$ cat src/rtl/button_pkg.sv
// Shared types and constants for the button bank renderer: FSM state
// encoding, sprite style indices and the default transparent colour.
package button_pkg;

  typedef enum logic [2:0] {
    IDLE     = 3'd0,
    HOVER    = 3'd1,
    PRESSED  = 3'd2,
    FLASH    = 3'd3,
    DISABLED = 3'd4
  } btn_state_t;

  localparam logic [1:0] STYLE_NORMAL   = 2'd0;
  localparam logic [1:0] STYLE_HOVER    = 2'd1;
  localparam logic [1:0] STYLE_PRESSED  = 2'd2;
  localparam logic [1:0] STYLE_DISABLED = 2'd3;

  localparam logic [23:0] KEY_COLOR_DEFAULT = 24'hFF00FF;

  // FLASH blinks between hover and pressed art, keyed on the flash counter parity.
  function automatic logic [1:0] style_of(btn_state_t s, logic cnt_odd);
    case (s)
      IDLE:    return STYLE_NORMAL;
      HOVER:   return STYLE_HOVER;
      PRESSED: return STYLE_PRESSED;
      FLASH:   return cnt_odd ? STYLE_PRESSED : STYLE_HOVER;
      default: return STYLE_DISABLED;
    endcase
  endfunction

endpackage

$ cat src/rtl/draw_button_bank_if.sv
// Scanner/compositor-facing bundle of the button bank, plus per-button
// FSM state exported for observation.
interface draw_button_bank_if #(
  parameter int NUM_BUTTONS = 4
) ();
  import button_pkg::*;

  localparam int SEL_W = (NUM_BUTTONS > 1) ? $clog2(NUM_BUTTONS) : 1;

  // pix_valid qualifies btn_sel/x_pos/y_pos in the same cycle; there is no
  // ready: the bank accepts one pixel every cycle. out_valid qualifies
  // out_data/out_opaque, which read as 0 whenever out_valid is low.
  logic                   frame_start;
  logic                   pix_valid;
  logic [SEL_W-1:0]       btn_sel;
  logic [7:0]             x_pos;
  logic [5:0]             y_pos;
  logic [NUM_BUTTONS-1:0] hover;
  logic [NUM_BUTTONS-1:0] press;
  logic [NUM_BUTTONS-1:0] enable;
  logic [23:0]            out_data;
  logic                   out_valid;
  logic                   out_opaque;
  logic [NUM_BUTTONS-1:0] clicked;
  btn_state_t [NUM_BUTTONS-1:0] dbg_state;

  modport master (
    output frame_start, pix_valid, btn_sel, x_pos, y_pos, hover, press, enable,
    input  out_data, out_valid, out_opaque, clicked, dbg_state
  );

  modport slave (
    input  frame_start, pix_valid, btn_sel, x_pos, y_pos, hover, press, enable,
    output out_data, out_valid, out_opaque, clicked, dbg_state
  );

endinterface

$ cat src/rtl/button_fsm.sv
// Interaction FSM for one button: state, click-flash counter, one-cycle
// click pulse and the per-frame style latch used for rendering.
module button_fsm
  import button_pkg::*;
#(
  parameter int FLASH_FRAMES = 6
) (
  input  logic       clk,
  input  logic       reset,
  input  logic       frame_start,
  input  logic       hover,
  input  logic       press,
  input  logic       enable,
  output logic [1:0] style,
  output logic       clicked,
  output btn_state_t state
);

  localparam int CNT_W = (FLASH_FRAMES > 1) ? $clog2(FLASH_FRAMES) : 1;
  localparam logic [CNT_W-1:0] FLASH_LOAD = CNT_W'(FLASH_FRAMES - 1);

  logic [CNT_W-1:0] cnt;

  always_ff @(posedge clk) begin
    if (reset) begin
      state   <= IDLE;
      cnt     <= '0;
      clicked <= 1'b0;
      style   <= STYLE_NORMAL;
    end else begin
      clicked <= 1'b0;
      // Latched from the pre-transition state so a frame never shows half an update.
      if (frame_start) style <= style_of(state, cnt[0]);
      if (!enable) begin
        state <= DISABLED;
        cnt   <= '0;
      end else begin
        case (state)
          IDLE: begin
            if (hover && press) state <= PRESSED;
            else if (hover)     state <= HOVER;
          end
          HOVER: begin
            if (!hover)     state <= IDLE;
            else if (press) state <= PRESSED;
          end
          PRESSED: begin
            if (!press) begin
              if (hover) begin
                state   <= FLASH;
                cnt     <= FLASH_LOAD;
                clicked <= 1'b1;
              end else begin
                state <= IDLE;
              end
            end
          end
          FLASH: begin
            if (frame_start) begin
              if (cnt == '0) state <= hover ? HOVER : IDLE;
              else           cnt   <= cnt - 1'b1;
            end
          end
          DISABLED: state <= IDLE;
          default:  state <= IDLE;
        endcase
      end
    end
  end

endmodule

$ cat src/rtl/buttons_mem.sv
// Sprite ROM holding four stacked button styles, read through a LAT-deep
// register pipeline. Contents are a procedural pattern with keyed pixels.
module buttons_mem #(
  parameter int          ADDR_W    = 15,
  parameter int          LAT       = 2,
  parameter logic [23:0] KEY_COLOR = 24'hFF00FF
) (
  input  logic              clk,
  input  logic [ADDR_W-1:0] addr,
  output logic [23:0]       q
);

  logic [23:0] pipe [LAT];

  // Every sixteenth word is transparent so the key path gets exercised in art.
  function automatic logic [23:0] word_at(logic [ADDR_W-1:0] a);
    if (a[3:0] == 4'hF) return KEY_COLOR;
    return (24'(a) << 9) | 24'h000055;
  endfunction

  always_ff @(posedge clk) begin
    pipe[0] <= word_at(addr);
    for (int k = 1; k < LAT; k++) pipe[k] <= pipe[k-1];
  end

  assign q = pipe[LAT-1];

endmodule

$ cat src/rtl/draw_button_bank.sv
// Bank of button FSMs sharing one sprite ROM; turns button-local pixel
// coordinates into a latency-aligned RGB pixel with an opacity flag.
module draw_button_bank
  import button_pkg::*;
#(
  parameter int          NUM_BUTTONS  = 4,
  parameter int          BTN_W        = 155,
  parameter int          BTN_H        = 38,
  parameter int          ADDR_W       = 15,
  parameter int          ROM_LAT      = 2,
  parameter int          FLASH_FRAMES = 6,
  parameter logic [23:0] KEY_COLOR    = KEY_COLOR_DEFAULT
) (
  input  logic              vga_clk,
  input  logic              reset,
  draw_button_bank_if.slave bus
);

  localparam int SEL_W   = (NUM_BUTTONS > 1) ? $clog2(NUM_BUTTONS) : 1;
  localparam int NUM_SEL = 2 ** SEL_W;
  localparam logic [ADDR_W-1:0] STYLE_STRIDE = ADDR_W'(BTN_W * BTN_H);
  localparam logic [ADDR_W-1:0] ROW_STRIDE   = ADDR_W'(BTN_W);

  logic [1:0]                   style_tab [NUM_SEL];
  logic [NUM_BUTTONS-1:0]       clicked_w;
  btn_state_t [NUM_BUTTONS-1:0] state_w;

  // Unused select codes read as style 0 so the lookup never leaves the table.
  for (genvar i = 0; i < NUM_SEL; i++) begin : g_btn
    if (i < NUM_BUTTONS) begin : g_fsm
      button_fsm #(.FLASH_FRAMES(FLASH_FRAMES)) u_fsm (
        .clk         (vga_clk),
        .reset       (reset),
        .frame_start (bus.frame_start),
        .hover       (bus.hover[i]),
        .press       (bus.press[i]),
        .enable      (bus.enable[i]),
        .style       (style_tab[i]),
        .clicked     (clicked_w[i]),
        .state       (state_w[i])
      );
    end else begin : g_pad
      assign style_tab[i] = STYLE_NORMAL;
    end
  end

  assign bus.clicked   = clicked_w;
  assign bus.dbg_state = state_w;

  logic              in_range;
  logic [1:0]        sel_style;
  logic [ADDR_W-1:0] addr_calc;

  always_comb begin
    in_range  = (int'(bus.btn_sel) < NUM_BUTTONS) &&
                (int'(bus.x_pos) < BTN_W) &&
                (int'(bus.y_pos) < BTN_H);
    sel_style = style_tab[bus.btn_sel];
    addr_calc = '0;
    if (in_range)
      addr_calc = ADDR_W'(sel_style) * STYLE_STRIDE +
                  ADDR_W'(bus.y_pos) * ROW_STRIDE + ADDR_W'(bus.x_pos);
  end

  logic [ADDR_W-1:0] addr_q;
  logic [ROM_LAT:0]  vld_sr;
  logic [ROM_LAT:0]  inr_sr;
  logic [23:0]       rom_q;
  logic [23:0]       data_r;
  logic              valid_r;
  logic              opaque_r;

  buttons_mem #(
    .ADDR_W    (ADDR_W),
    .LAT       (ROM_LAT),
    .KEY_COLOR (KEY_COLOR)
  ) u_mem (
    .clk  (vga_clk),
    .addr (addr_q),
    .q    (rom_q)
  );

  // Bit 0 of each flag shift register is the address stage; bit ROM_LAT lines up with rom_q.
  always_ff @(posedge vga_clk) begin
    if (reset) begin
      addr_q   <= '0;
      vld_sr   <= '0;
      inr_sr   <= '0;
      valid_r  <= 1'b0;
      data_r   <= '0;
      opaque_r <= 1'b0;
    end else begin
      addr_q  <= addr_calc;
      vld_sr  <= {vld_sr[ROM_LAT-1:0], bus.pix_valid};
      inr_sr  <= {inr_sr[ROM_LAT-1:0], in_range};
      valid_r <= vld_sr[ROM_LAT];
      if (vld_sr[ROM_LAT] && inr_sr[ROM_LAT]) begin
        data_r   <= rom_q;
        opaque_r <= (rom_q != KEY_COLOR);
      end else begin
        data_r   <= '0;
        opaque_r <= 1'b0;
      end
    end
  end

  assign bus.out_data   = data_r;
  assign bus.out_valid  = valid_r;
  assign bus.out_opaque = opaque_r;

endmodule

$ cat src/flat_wrapper.sv
// flat-port wrapper written by rule: the top's interface ports become plain ports
module draw_button_bank_flat import button_pkg::*;
#(
  parameter int          NUM_BUTTONS  = 4,
  parameter int          BTN_W        = 155,
  parameter int          BTN_H        = 38,
  parameter int          ADDR_W       = 15,
  parameter int          ROM_LAT      = 2,
  parameter int          FLASH_FRAMES = 6,
  parameter logic [23:0] KEY_COLOR    = KEY_COLOR_DEFAULT
)
  (vga_clk, reset, bus_frame_start, bus_pix_valid, bus_btn_sel, bus_x_pos, bus_y_pos, bus_hover, bus_press, bus_enable, bus_out_data, bus_out_valid, bus_out_opaque, bus_clicked, bus_dbg_state);
  draw_button_bank_if #(.NUM_BUTTONS(NUM_BUTTONS)) bus_i ();
  input  logic vga_clk;
  input  logic reset;
  input wire logic [$bits(bus_i.frame_start)-1:0] bus_frame_start;
  input wire logic [$bits(bus_i.pix_valid)-1:0] bus_pix_valid;
  input wire logic [$bits(bus_i.btn_sel)-1:0] bus_btn_sel;
  input wire logic [$bits(bus_i.x_pos)-1:0] bus_x_pos;
  input wire logic [$bits(bus_i.y_pos)-1:0] bus_y_pos;
  input wire logic [$bits(bus_i.hover)-1:0] bus_hover;
  input wire logic [$bits(bus_i.press)-1:0] bus_press;
  input wire logic [$bits(bus_i.enable)-1:0] bus_enable;
  output wire logic [$bits(bus_i.out_data)-1:0] bus_out_data;
  output wire logic [$bits(bus_i.out_valid)-1:0] bus_out_valid;
  output wire logic [$bits(bus_i.out_opaque)-1:0] bus_out_opaque;
  output wire logic [$bits(bus_i.clicked)-1:0] bus_clicked;
  output wire logic [$bits(bus_i.dbg_state)-1:0] bus_dbg_state;
  assign bus_i.frame_start = bus_frame_start;
  assign bus_i.pix_valid = bus_pix_valid;
  assign bus_i.btn_sel = bus_btn_sel;
  assign bus_i.x_pos = bus_x_pos;
  assign bus_i.y_pos = bus_y_pos;
  assign bus_i.hover = bus_hover;
  assign bus_i.press = bus_press;
  assign bus_i.enable = bus_enable;
  assign bus_out_data = bus_i.out_data;
  assign bus_out_valid = bus_i.out_valid;
  assign bus_out_opaque = bus_i.out_opaque;
  assign bus_clicked = bus_i.clicked;
  assign bus_dbg_state = bus_i.dbg_state;
  draw_button_bank #(.NUM_BUTTONS(NUM_BUTTONS), .BTN_W(BTN_W), .BTN_H(BTN_H), .ADDR_W(ADDR_W), .ROM_LAT(ROM_LAT), .FLASH_FRAMES(FLASH_FRAMES), .KEY_COLOR(KEY_COLOR)) u_core (.vga_clk(vga_clk), .reset(reset), .bus(bus_i));
endmodule
$ cat config.mk
export PLATFORM = sky130hd
export DESIGN_NAME = draw_button_bank_flat
export DESIGN_NICKNAME = d
export VERILOG_FILES = /design/src/rtl/button_pkg.sv /design/src/rtl/draw_button_bank_if.sv /design/src/rtl/button_fsm.sv /design/src/rtl/buttons_mem.sv /design/src/rtl/draw_button_bank.sv /design/src/flat_wrapper.sv
export SDC_FILE = /design/constraint.sdc
export NUM_CORES = 1
export LEC_CHECK = 0
export CORE_AREA = 2 2 111 113
export DETAILED_ROUTE_END_ITERATION = 10
export DIE_AREA = 0 0 113 115
export GPL_TIMING_DRIVEN = 0
export PLACE_DENSITY_LB_ADDON = 0.3
export RECOVER_POWER = 50
export SETUP_SLACK_MARGIN = 0.5
export SYNTH_ARGS = -nofsm -noshare
export SYNTH_HDL_FRONTEND = slang
export SYNTH_HIERARCHICAL = 1
export SYNTH_SLANG_ARGS = --single-unit
$ cat constraint.sdc
create_clock -name vga_clk -period 4.61 [get_ports vga_clk]
set_input_delay 0.922 -clock vga_clk [delete_from_list [all_inputs] [get_ports vga_clk]]
set_output_delay 0.922 -clock vga_clk [all_outputs]
set_load 0.01 [all_outputs]
==> impl_metrics.env, run 1 <==
export IMPL_gp_congestion=0.8594
export IMPL_yosysUniqueCellTypes=53
export IMPL_clk_latency_ps=400
export IMPL_p_total_mw=3.427
export IMPL_leakage_nw=3.375
export IMPL_final_area_um2=7552
export IMPL_violations="design-rule violations"
export IMPL_drc=6
export IMPL_hold_class="flip-flop to flip-flop"
export IMPL_grt_antenna_before_repair=0
export IMPL_worst_path_largest_cell_delay_ps=550
export IMPL_status="finished with violations"
export IMPL_overflow=0
export IMPL_seq_area_frac_synth=0.4013
export IMPL_area_delta_synth_final_pct=31.65
export IMPL_synth_seq_cells=115
export IMPL_nets=795
export IMPL_cts_buffers=17
export IMPL_routed_wirelength_um=11320
export IMPL_crit_slowest_cell="fa_1"
export IMPL_crit_chain="buf_4 > ha_4 > inv_1 > fa_1 > inv_1 > fa_1 > inv_1 > fa_1 > inv_2 > ha_4 > o211ai_1 > nor3_2 > or4_4 > a21oi_2"
export IMPL_io_pins=74
export IMPL_drt_initial_drc_count=188
export IMPL_maxCapViolations=0
export IMPL_setup_viol=0
export IMPL_worst_pin_slew_ps=881.9
export IMPL_worstSetupEndpointType="flip-flop"
export IMPL_die_w_um=113
export IMPL_grt_pass1_vias=4327
export IMPL_viasPerCell=5.125
export IMPL_placed_area_um2=6718
export IMPL_hold_viol=0
export IMPL_fin_skew_ps=16.25
export IMPL_coreArea_um2=11810
export IMPL_firstDrtPassIters=7
export IMPL_cts_sinks=115
export IMPL_port_buffers=73
export IMPL_cellPowerDensity_nw_per_um2=453.8
export IMPL_fillCellCount=981
export IMPL_grt_pass1_wl_um=18950
export IMPL_worstPathBufferInverterCount=5
export IMPL_clk_pin_slew_ps=50
export IMPL_die_y_um=115
export IMPL_clk_path_buf_depth=2
export IMPL_n_antenna_cell=0
export IMPL_cts_tree="yes"
export IMPL_die_area_um2=13000
export IMPL_synthArstFlopShare=0
export IMPL_max_slew_margin_rel=0.4101
export IMPL_slew_viol_final=0
export IMPL_rows=40
export IMPL_grt_max_degree=25
export IMPL_path_max_fanout=6
export IMPL_netlist_instances=585
export IMPL_criticalPathCategory="input port to flip-flop"
export IMPL_synth_ff_type="dfxtp_1"
export IMPL_synth_edf_count=0
export IMPL_ant_nets=0
export IMPL_dr_total_vias=4351
export IMPL_drive_gt1_frac=0.1795
export IMPL_min_period_ps=4066
export IMPL_layout_common_cells="dfxtp_1 (115), inv_1 (61), ha_1 (42)"
export IMPL_yosysWarnings=6
export IMPL_fin_crit_sh=0.8819
export IMPL_dp_hpwl_um=8309
export IMPL_final_common_cell="dfxtp_1"
export IMPL_cts_hold_buf=0
export IMPL_rsz0062_at_grt="true"
export IMPL_start_util=0.4857
export IMPL_cts_htree_levels=4
export IMPL_clock_fmax_mhz=246.0
export IMPL_cp_arrival_ps=4390
export IMPL_wl_per_cell_um=13.34
export IMPL_ir_drop_v=0.0002433
export IMPL_avgSynthCellArea_um2=9.806
export IMPL_crit_required_ps=4930
export IMPL_worstSetupStartpointType="input port"
export IMPL_cp_top_family="adder cells"
export IMPL_syn_area_um2=5737
export IMPL_clock_root_buffer="clkbuf_16"
export IMPL_globalRouteTotalUtil=0.1797
-- flip-flops by register name, indices dropped and copies added (netlist names) --
name                              flops
u_core/addr_q                        15
u_core/g_btn.g_fsm.u_fsm/cnt         12
u_core/g_btn.g_fsm.u_fsm/clicked      4
u_core/bus.out_data                  24
u_core/bus.out_opaque                 1
u_core/vld_sr                         3
u_core/g_btn.g_fsm.u_fsm/state       12
u_core/inr_sr                         3
u_core/u_mem/pipe                    32
u_core/bus.out_valid                  1
u_core/g_btn.g_fsm.u_fsm/style        8
-- stage by stage --
step	setup TNS (ps)	setup slack, ps	hold WS, ps	std cells	util
floorplan	0	367.9	309.6	588	-
global placement	-2122	-575.9	310.0	808	0.5688
detailed placement	-2504	-618.3	312.1	808	0.5688
CTS	0	499.6	318.3	843	0.6305
global route	0	396.7	327.3	849	0.6394
finish	0	544.4	318.2	849	0.6394
-- what timing repair did --
action | in CTS | in global routing
pin swaps | 13 | 18
setup endpoints to repair | 9 | 5
setup buffers | 5 | 6
gates resized for setup | 49 | 26
-- cells by family (layout without fill, tap and decap cells) --
kind of cell	after synthesis	in the layout	synth area share
xor+xnor	9	9	0.01374
compound gates	96	96	0.1197
buf+inv	105	219	0.08659
simple gates	184	184	0.1876
flops	115	115	0.4013
mux	2	2	0.007851
other cells	2	5	0.001309
fa+ha+maj	72	72	0.1819
-- final timing paths --
path / start / to / slack, ps / cells after the start
min reg2reg: u_core/u_mem/pipe[0][16] / u_core/u_mem/pipe[0][40] / 320 / 0
min: u_core/u_mem/pipe[0][16] / u_core/u_mem/pipe[0][40] / 320 / 0
max: bus_y_pos[3] / u_core/addr_q[14] / 540 / 14
max reg2reg: u_core/g_btn[3].g_fsm.u_fsm/style[1] / u_core/addr_q[14] / 850 / 15
-- cell usage after synthesis (2+ instances only) --
cell type	number	area (um^2)
dfxtp_1	115	2302
a31oi_1	17	106.4
xnor2_1	5	43.79
o31a_1	2	17.52
a211oi_1	9	67.56
buf_2	4	20.02
or3_1	9	56.30
buf_4	24	180.2
a21oi_1	26	130.1
a221oi_2	4	60.06
o211ai_1	3	22.52
nand4_1	2	12.51
and2b_1	4	30.03
ha_1	53	663.1
and2_1	5	31.28
or4_1	2	15.01
nand3b_1	8	60.06
and2_4	3	26.28
conb_1	2	7.510
nand3_1	19	95.09
a41o_1	8	80.08
inv_1	70	262.8
or2_2	2	12.51
nand2_1	15	56.30
o311ai_0	4	35.03
a221o_1	4	40.04
nor2_1	34	127.6
fa_1	19	380.4
and3_1	29	181.4
clkbuf_1	6	22.52
a21o_1	4	30.03
nor2b_1	15	93.84
mux4_2	2	45.04
or2b_1	2	15.01
nand2b_1	18	112.6
nand2b_2	4	35.03
o21a_1	2	15.01
o21ai_0	7	35.03
nand4b_1	6	52.55
xor2_1	4	35.03
o21bai_1	2	15.01
-- layout make-up --
type | count | area [um^2] | share of cell area
clock inverters | 9 | 155.1 | 0.02054
well taps | 147 | 183.9 | 0.02435
inverters | 70 | 262.8 | 0.03479
flip-flops and latches | 115 | 2302 | 0.3048
clock buffers | 21 | 460.4 | 0.06097
repair buffers | 84 | 815.8 | 0.1080
plain buffers | 35 | 226.5 | 0.02999
multi-input cells | 368 | 3146 | 0.4165
-- power breakdown --
part           switching [mW]  total, mW  internal [mW]
Clock                   0.414       1.34          0.924
Combinational           0.496      0.968          0.472
Sequential             0.0295       1.12           1.09
-- metal layers --
| layer | routed length (um) | track usage |
|---|---|---|
| met1 | 5077 | 0.2110 |
| met5 | 0 | 0 |
| met4 | 136 | 0.07642 |
| met2 | 5715 | 0.3242 |
| met3 | 394 | 0.03163 |
Power figures use the tool's default switching activity.
==> inputs of run 2 (changes only) <==
CORE_AREA = 2 2 107 109   (was 2 2 111 113)
DIE_AREA = 0 0 109 111   (was 0 0 113 115)
REMOVE_ABC_BUFFERS = 1   (was default)
SETUP_SLACK_MARGIN = default   (was 0.5)
SYNTH_HIERARCHICAL = default   (was 1)
==> run 2 against run 1 <==
Compared with the run above:
- the flow now finishes without violations
- combinational power down 19%
- design area down 16%
- sequential share of layout area up 3.4 points
- synthesized area down 8.4%
- setup slack worse by 390 ps
- via count down 13%
- critical path type unchanged
==> impl_metrics.env, run 2 <==
export IMPL_io_pins=74
export IMPL_avgSynthCellArea_um2=9.587
export IMPL_holdPathStages=0
export IMPL_slew_viol_final=0
export IMPL_cts_sinks=108
export IMPL_p_int_mw=1.829
export IMPL_rows=39
export IMPL_grt_pass1_vias=3587
export IMPL_r2r_cells=15
export IMPL_placed_cells=736
export IMPL_yosysTopAreaCell="dfxtp_1"
export IMPL_netlist_instances=548
export IMPL_die_w_um=109
export IMPL_dr_total_vias=3782
export IMPL_synth_edf_count=0
export IMPL_setup_viol=0
export IMPL_fin_crit_sh=0.9656
export IMPL_stdcell_count=757
export IMPL_min_period_ps=4451
export IMPL_clk_latency_ps=340
export IMPL_regToRegSetupSlack_ps=640
export IMPL_synth_top_family_by_area="adder cells"
export IMPL_status="complete, no violations"
export IMPL_worstSetupStartpointType="input port"
export IMPL_synth_area_mux_share=0.01619
export IMPL_leakage_nw=2.853
export IMPL_worstHoldStart="u_core.u_mem.pipe[0][19]"
export IMPL_clk_path_buf_depth=2
export IMPL_clk_pin_slew_ps=80
export IMPL_ant_nets=0
export IMPL_synthAdderAreaFrac=0.1986
export IMPL_drt_initial_drc_count=121
export IMPL_power_frac_clock=0.303
export IMPL_final_area_um2=6374
export IMPL_cts_htree_levels=3
export IMPL_synth_ff_type="dfxtp_1"
export IMPL_wl_per_cell_um=12.28
export IMPL_worst_pin_slew_ps=958.3
export IMPL_synth_top_area_frac=0.4115
export IMPL_reg2reg_to="u_core.addr_q[14]"
export IMPL_synth_area_top_cells="dfxtp_1 (41%), ha_1 (13%), fa_1 (7.2%), inv_1 (4.8%), nor2_1 (3.6%)"
export IMPL_maxCapViolations=0
export IMPL_syn_area_um2=5254
export IMPL_overflow=0
export IMPL_seq_area_frac_synth=0.4115
export IMPL_path_max_fanout=5
export IMPL_p_seq_frac=0.401
export IMPL_synth_most_common_cell="dfxtp_1"
export IMPL_synthArstFlopShare=0
export IMPL_combPwrFrac=0.296
export IMPL_coreArea_um2=11080
export IMPL_worstReg2RegStart="u_core.g_btn[0].g_fsm.u_fsm.style[1]"
export IMPL_hold_end="u_core.u_mem.pipe[0][43]"
export IMPL_pre_cts_ws_ps=-709.5
export IMPL_cts_buffers=9
export IMPL_synth_xor_area_frac=0.01500
export IMPL_yosysWarnings=0
export IMPL_max_slew_margin_rel=0.3591
export IMPL_start_util=0.4743
export IMPL_finalWorstSetupSlack_ps=158.7
export IMPL_synth_compound_area_frac=0.1100
export IMPL_die_area_um2=12100
export IMPL_yosysUniqueCellTypes=51
export IMPL_grt_max_degree=28
export IMPL_hold_viol=0
export IMPL_criticalPathCategory="input port to flip-flop"
export IMPL_fillCellCount=994
export IMPL_final_common_cell="dfxtp_1"
export IMPL_drc=0
export IMPL_hold_class="flip-flop to flip-flop"
export IMPL_grt_pass1_wl_um=15690
export IMPL_layout_common_cells="dfxtp_1 (108), inv_1 (66), ha_1 (52)"
export IMPL_viasPerCell=4.996
export IMPL_synth_simple_gate_area_frac=0.1710
export IMPL_swShare=0.3111
export IMPL_dp_hpwl_um=7242
export IMPL_worstSetupEndpointType="flip-flop"
export IMPL_drive_gt1_frac=0.06189
export IMPL_globalRouteTotalUtil=0.1599
export IMPL_nets=713
export IMPL_regMostFlops="u_core.u_mem.pipe"
export IMPL_p_switching_uw=826.1
export IMPL_firstDrtPassIters=4
export IMPL_routed_wirelength_um=9296
export IMPL_crit_required_ps=4880
export IMPL_clock_fmax_mhz=224.7
export IMPL_cp_arrival_ps=4720
export IMPL_port_buffers=72
export IMPL_ys_top_cells_by_count="dfxtp_1 (108), inv_1 (67), ha_1 (53)"
export IMPL_clock_root_buffer="clkbuf_16"
export IMPL_die_y_um=111
export IMPL_grt_antenna_before_repair=0
export IMPL_cellPowerDensity_nw_per_um2=416.6
export IMPL_area_delta_synth_final_pct=21.31
export IMPL_ir_drop_v=0.0002381
export IMPL_cts_hold_buf=0
export IMPL_placed_area_um2=6001
export IMPL_gp_congestion=0.8398
export IMPL_fin_skew_ps=11.47
export IMPL_cts_tree="yes"
export IMPL_synth_seq_cells=108
export IMPL_largest_reg_flops=32
export IMPL_n_antenna_cell=0
export IMPL_rsz0062_at_grt="true"
export IMPL_p_total_mw=2.655
run 2: cell count changes after synthesis, sizes merged, moves of 6 or more:
cell    before  now
a31oi       17    2
clkbuf       6   13
and3        30   22
dfxtp      115  108
buf         29   14
nand3       19   10
nor3         1    9
a211oi       9   17
nor2        34   51
a41o         8    2
and2         8   14
or3          9    1
run 2: kinds of logic after synthesis:
group	count (synthesis)
compound gates	86
xor+xnor	9
fa+ha+maj	72
buf+inv	94
flops	108
mux	6
other cells	1
simple gates	172
run 2: worst max path at each step:
stage	slack, ps	depth (start not counted)	endpoint	startpoint
2_1_floorplan	200	15	u_core.addr_q[14]	bus_btn_sel[1]
4_1_cts	8	16	u_core.addr_q[14]	bus_y_pos[0]
3_3_place_gp	-670	16	u_core.addr_q[14]	bus_btn_sel[1]
3_5_place_dp	-710	16	u_core.addr_q[14]	bus_btn_sel[1]
5_1_grt	-7	15	u_core.addr_q[14]	bus_y_pos[2]
6_report	160	15	u_core.addr_q[12]	bus_y_pos[1]
run 2: per-stage QoR:
stage | TNS, ps | hold WS (ps) | utilization
2_1_floorplan | 0 | 309.6 | -
3_3_place_gp | -3657 | 313.5 | 0.5417
3_5_place_dp | -4050 | 312.1 | 0.5417
4_1_cts | 0 | 327.4 | 0.5722
5_1_grt | -7.316 | 329.9 | 0.5754
6_report | 0 | 325.0 | 0.5754
run 2: layout make-up:
class,count,area (um^2),area share
multi-input combinational,346,2710,0.4252
clock inverter,7,100.1,0.01570
inverter,67,251.5,0.03946
clock buffer,9,225.2,0.03534
timing repair buffer,77,745.7,0.1170
sequential,108,2162,0.3392
tap,143,178.9,0.02807
run 2: power groups by stage:
stage / clock, mW / combinational [mW] / sequential [mW]
floorplan: 0 / 0.556 / 1.08
global placement: 0 / 0.720 / 1.08
detailed placement: 0 / 0.743 / 1.09
CTS: 0.821 / 0.761 / 1.07
global route: 0.865 / 0.895 / 1.08
finish: 0.805 / 0.786 / 1.07
run 2: critical path: stages:
cell and delay, ps:
dlygate4sd2_1 310, ha_1 360, inv_1 60, fa_1 470, inv_1 50, fa_1 530
inv_1 60, fa_1 530, inv_1 40, ha_1 360, nand2_1 90, o211a_1 260
or3_1 370, a21o_1 190, a21oi_1 120
run 2: what timing repair did:
action	in CTS	in global routing
pin swaps	2	2
gates resized for setup	10	8
buffers inserted	2	3
setup endpoints to repair	7	5
run 2: routing by layer:
metal | vias up | global-route usage | share of wire
met2 | 67 | 0.2741 | 0.49
met1 | 1756 | 0.2019 | 0.46
met4 | 0 | 0.05214 | 0.017
li1 | 1945 | - | -
met3 | 14 | 0.02704 | 0.030
met5 | - | 0 | 0
==> inputs of run 3 (changes only) <==
SKIP_LAST_GASP = 1   (was default)
==> run 3 against run 2 <==
Compared with the run above:
- sequential share of layout area is 0.060 points lower
- largest power group unchanged
- utilization is 0.10 points higher
- largest cell class unchanged
- sequential power hardly changed
==> impl_metrics.env, run 3 (same netlist as run 2, synthesis figures left out) <==
export IMPL_finalWorstSetupSlack_ps=156.0
export IMPL_coreArea_um2=11080
export IMPL_criticalPathCategory="input port to flip-flop"
export IMPL_final_area_um2=6385
export IMPL_ant_nets=0
export IMPL_fin_crit_sh=0.9662
export IMPL_setup_tns_ps=0
export IMPL_cts_htree_levels=3
export IMPL_min_period_ps=4454
export IMPL_path_max_fanout=5
export IMPL_dp_hpwl_um=7242
export IMPL_cts_hold_buf=0
export IMPL_drt_initial_drc_count=110
export IMPL_swShare=0.3119
export IMPL_hold_viol=0
export IMPL_clk_path_buf_depth=2
export IMPL_clk_latency_ps=340
export IMPL_globalRouteTotalUtil=0.1599
export IMPL_die_y_um=111
export IMPL_firstDrtPassIters=4
export IMPL_clk_pin_slew_ps=80
export IMPL_final_common_cell="dfxtp_1"
export IMPL_placed_area_um2=6001
export IMPL_dr_total_vias=3784
export IMPL_drc=0
export IMPL_worstSetupEndpointType="flip-flop"
export IMPL_cp_arrival_ps=4720
export IMPL_worstPathBufferInverterCount=5
export IMPL_cts_sinks=108
export IMPL_worst_path_largest_cell_delay_ps=530
export IMPL_power_frac_clock=0.302
export IMPL_p_switching_uw=830.8
export IMPL_worstSetupStartpointType="input port"
export IMPL_crit_chain="dlygate4sd2_1 > ha_1 > inv_1 > fa_1 > inv_1 > fa_1 > inv_1 > fa_1 > inv_1 > ha_1 > nand2_1 > o211a_1 > or3_1 > a21o_1 > a21oi_1"
export IMPL_worst_pin_slew_ps=967.8
export IMPL_nets=713
export IMPL_wl_per_cell_um=12.28
export IMPL_cts_buffers=9
export IMPL_rsz0062_at_grt="true"
export IMPL_pre_cts_ws_ps=-709.5
export IMPL_fin_util=0.5764
export IMPL_setup_viol=0
export IMPL_die_w_um=109
export IMPL_drive_gt1_frac=0.06189
export IMPL_regMostFlops="u_core.u_mem.pipe"
export IMPL_grt_max_degree=28
export IMPL_fin_skew_ps=11.65
export IMPL_status="complete, no violations"
export IMPL_slew_viol_final=0
export IMPL_ir_drop_v=0.0002383
export IMPL_n_antenna_cell=0
export IMPL_area_delta_synth_final_pct=21.53
export IMPL_fillCellCount=991
export IMPL_layout_common_cells="dfxtp_1 (108), inv_1 (66), ha_1 (52)"
export IMPL_grt_antenna_before_repair=0
export IMPL_crit_slowest_cell="fa_1"
export IMPL_leakage_nw=2.862
export IMPL_viasPerCell=4.999
export IMPL_stdcell_count=757
export IMPL_gp_congestion=0.8398
export IMPL_largest_reg_flops=32
export IMPL_combPwrFrac=0.298
export IMPL_hold_class="flip-flop to flip-flop"
export IMPL_max_slew_margin_rel=0.3527
export IMPL_cp_top_family="adder cells"
export IMPL_io_pins=74
export IMPL_port_buffers=72
export IMPL_routed_wirelength_um=9295
export IMPL_clock_root_buffer="clkbuf_16"
export IMPL_overflow=0
export IMPL_start_util=0.4743
export IMPL_p_seq_frac=0.400
export IMPL_placed_cells=736
export IMPL_maxCapViolations=0
export IMPL_grt_pass1_wl_um=15690
export IMPL_rows=39
export IMPL_p_int_mw=1.833
export IMPL_cts_tree="yes"
export IMPL_cellPowerDensity_nw_per_um2=417.2
export IMPL_crit_path_frequent_cell="inv_1"
export IMPL_grt_pass1_vias=3587
export IMPL_die_area_um2=12100
export IMPL_crit_required_ps=4880
export IMPL_clock_fmax_mhz=224.5
## run 3: cell count changes in the layout (fill, tap and decap cells not counted), sizes merged
| cell | previous run | this run |
|---|---|---|
| dlygate4sd2 | 4 | 3 |
| dlymetal6s2s | 1 | 2 |
## run 3: power by group through the flow
stage / combinational, mW / sequential [mW] / clock, mW
floorplan: 0.556 / 1.08 / 0
global placement: 0.720 / 1.08 / 0
detailed placement: 0.743 / 1.09 / 0
CTS: 0.761 / 1.07 / 0.821
global route: 0.903 / 1.08 / 0.865
finish: 0.793 / 1.07 / 0.805
## run 3: what timing repair did
item                                    4_1_cts  5_1_grt
buffers inserted                              2        3
resized for setup                             9       10
endpoints found under the setup margin        7        5
pin swaps                                     2        3
## run 3: per-stage QoR
step	total power, mW	hold WS [ps]
2_1_floorplan	1.633	309.6
3_3_place_gp	1.804	313.5
3_5_place_dp	1.830	312.1
4_1_cts	2.649	327.4
5_1_grt	2.845	329.9
6_report	2.663	325.0
## run 3: worst reg2reg max path, stage by stage (launching register included)
cell and delay (ps):
dfxtp_1 340, mux4_2 520, inv_2 120, fa_1 410
inv_1 60, ha_1 120, inv_1 50, fa_1 530
inv_1 40, ha_1 220, fa_2 390, a21oi_2 170
o211a_1 220, nor3_1 80, or4_1 470, a21oi_1 150
## run 3: area by class of cell
class	instances	area, um^2	share of cell area
multi-input combinational	346	2718	0.4256
sequential	108	2162	0.3386
timing repair buffer	77	749.5	0.1174
inverter	67	251.5	0.03939
clock buffer	9	225.2	0.03527
tap	143	178.9	0.02802
clock inverter	7	100.1	0.01568
## run 3: path summary, 6_finish.rpt
path / startpoint / endpoint / slack (ps) / cells after the start
min reg2reg: u_core.u_mem.pipe[0][19] / u_core.u_mem.pipe[0][43] / 320 / 0
max reg2reg: u_core.g_btn[0].g_fsm.u_fsm.style[1] / u_core.addr_q[14] / 640 / 15
max: bus_y_pos[1] / u_core.addr_q[12] / 160 / 15
min: u_core.u_mem.pipe[0][19] / u_core.u_mem.pipe[0][43] / 320 / 0
## run 3: routing by layer
metal / track usage / vias up / wire [um]
li1: - / 1945 / -
met1: 0.2019 / 1760 / 4292
met2: 0.2741 / 65 / 4558
met3: 0.02704 / 14 / 287
met4: 0.05214 / 0 / 157
met5: 0 / - / 0
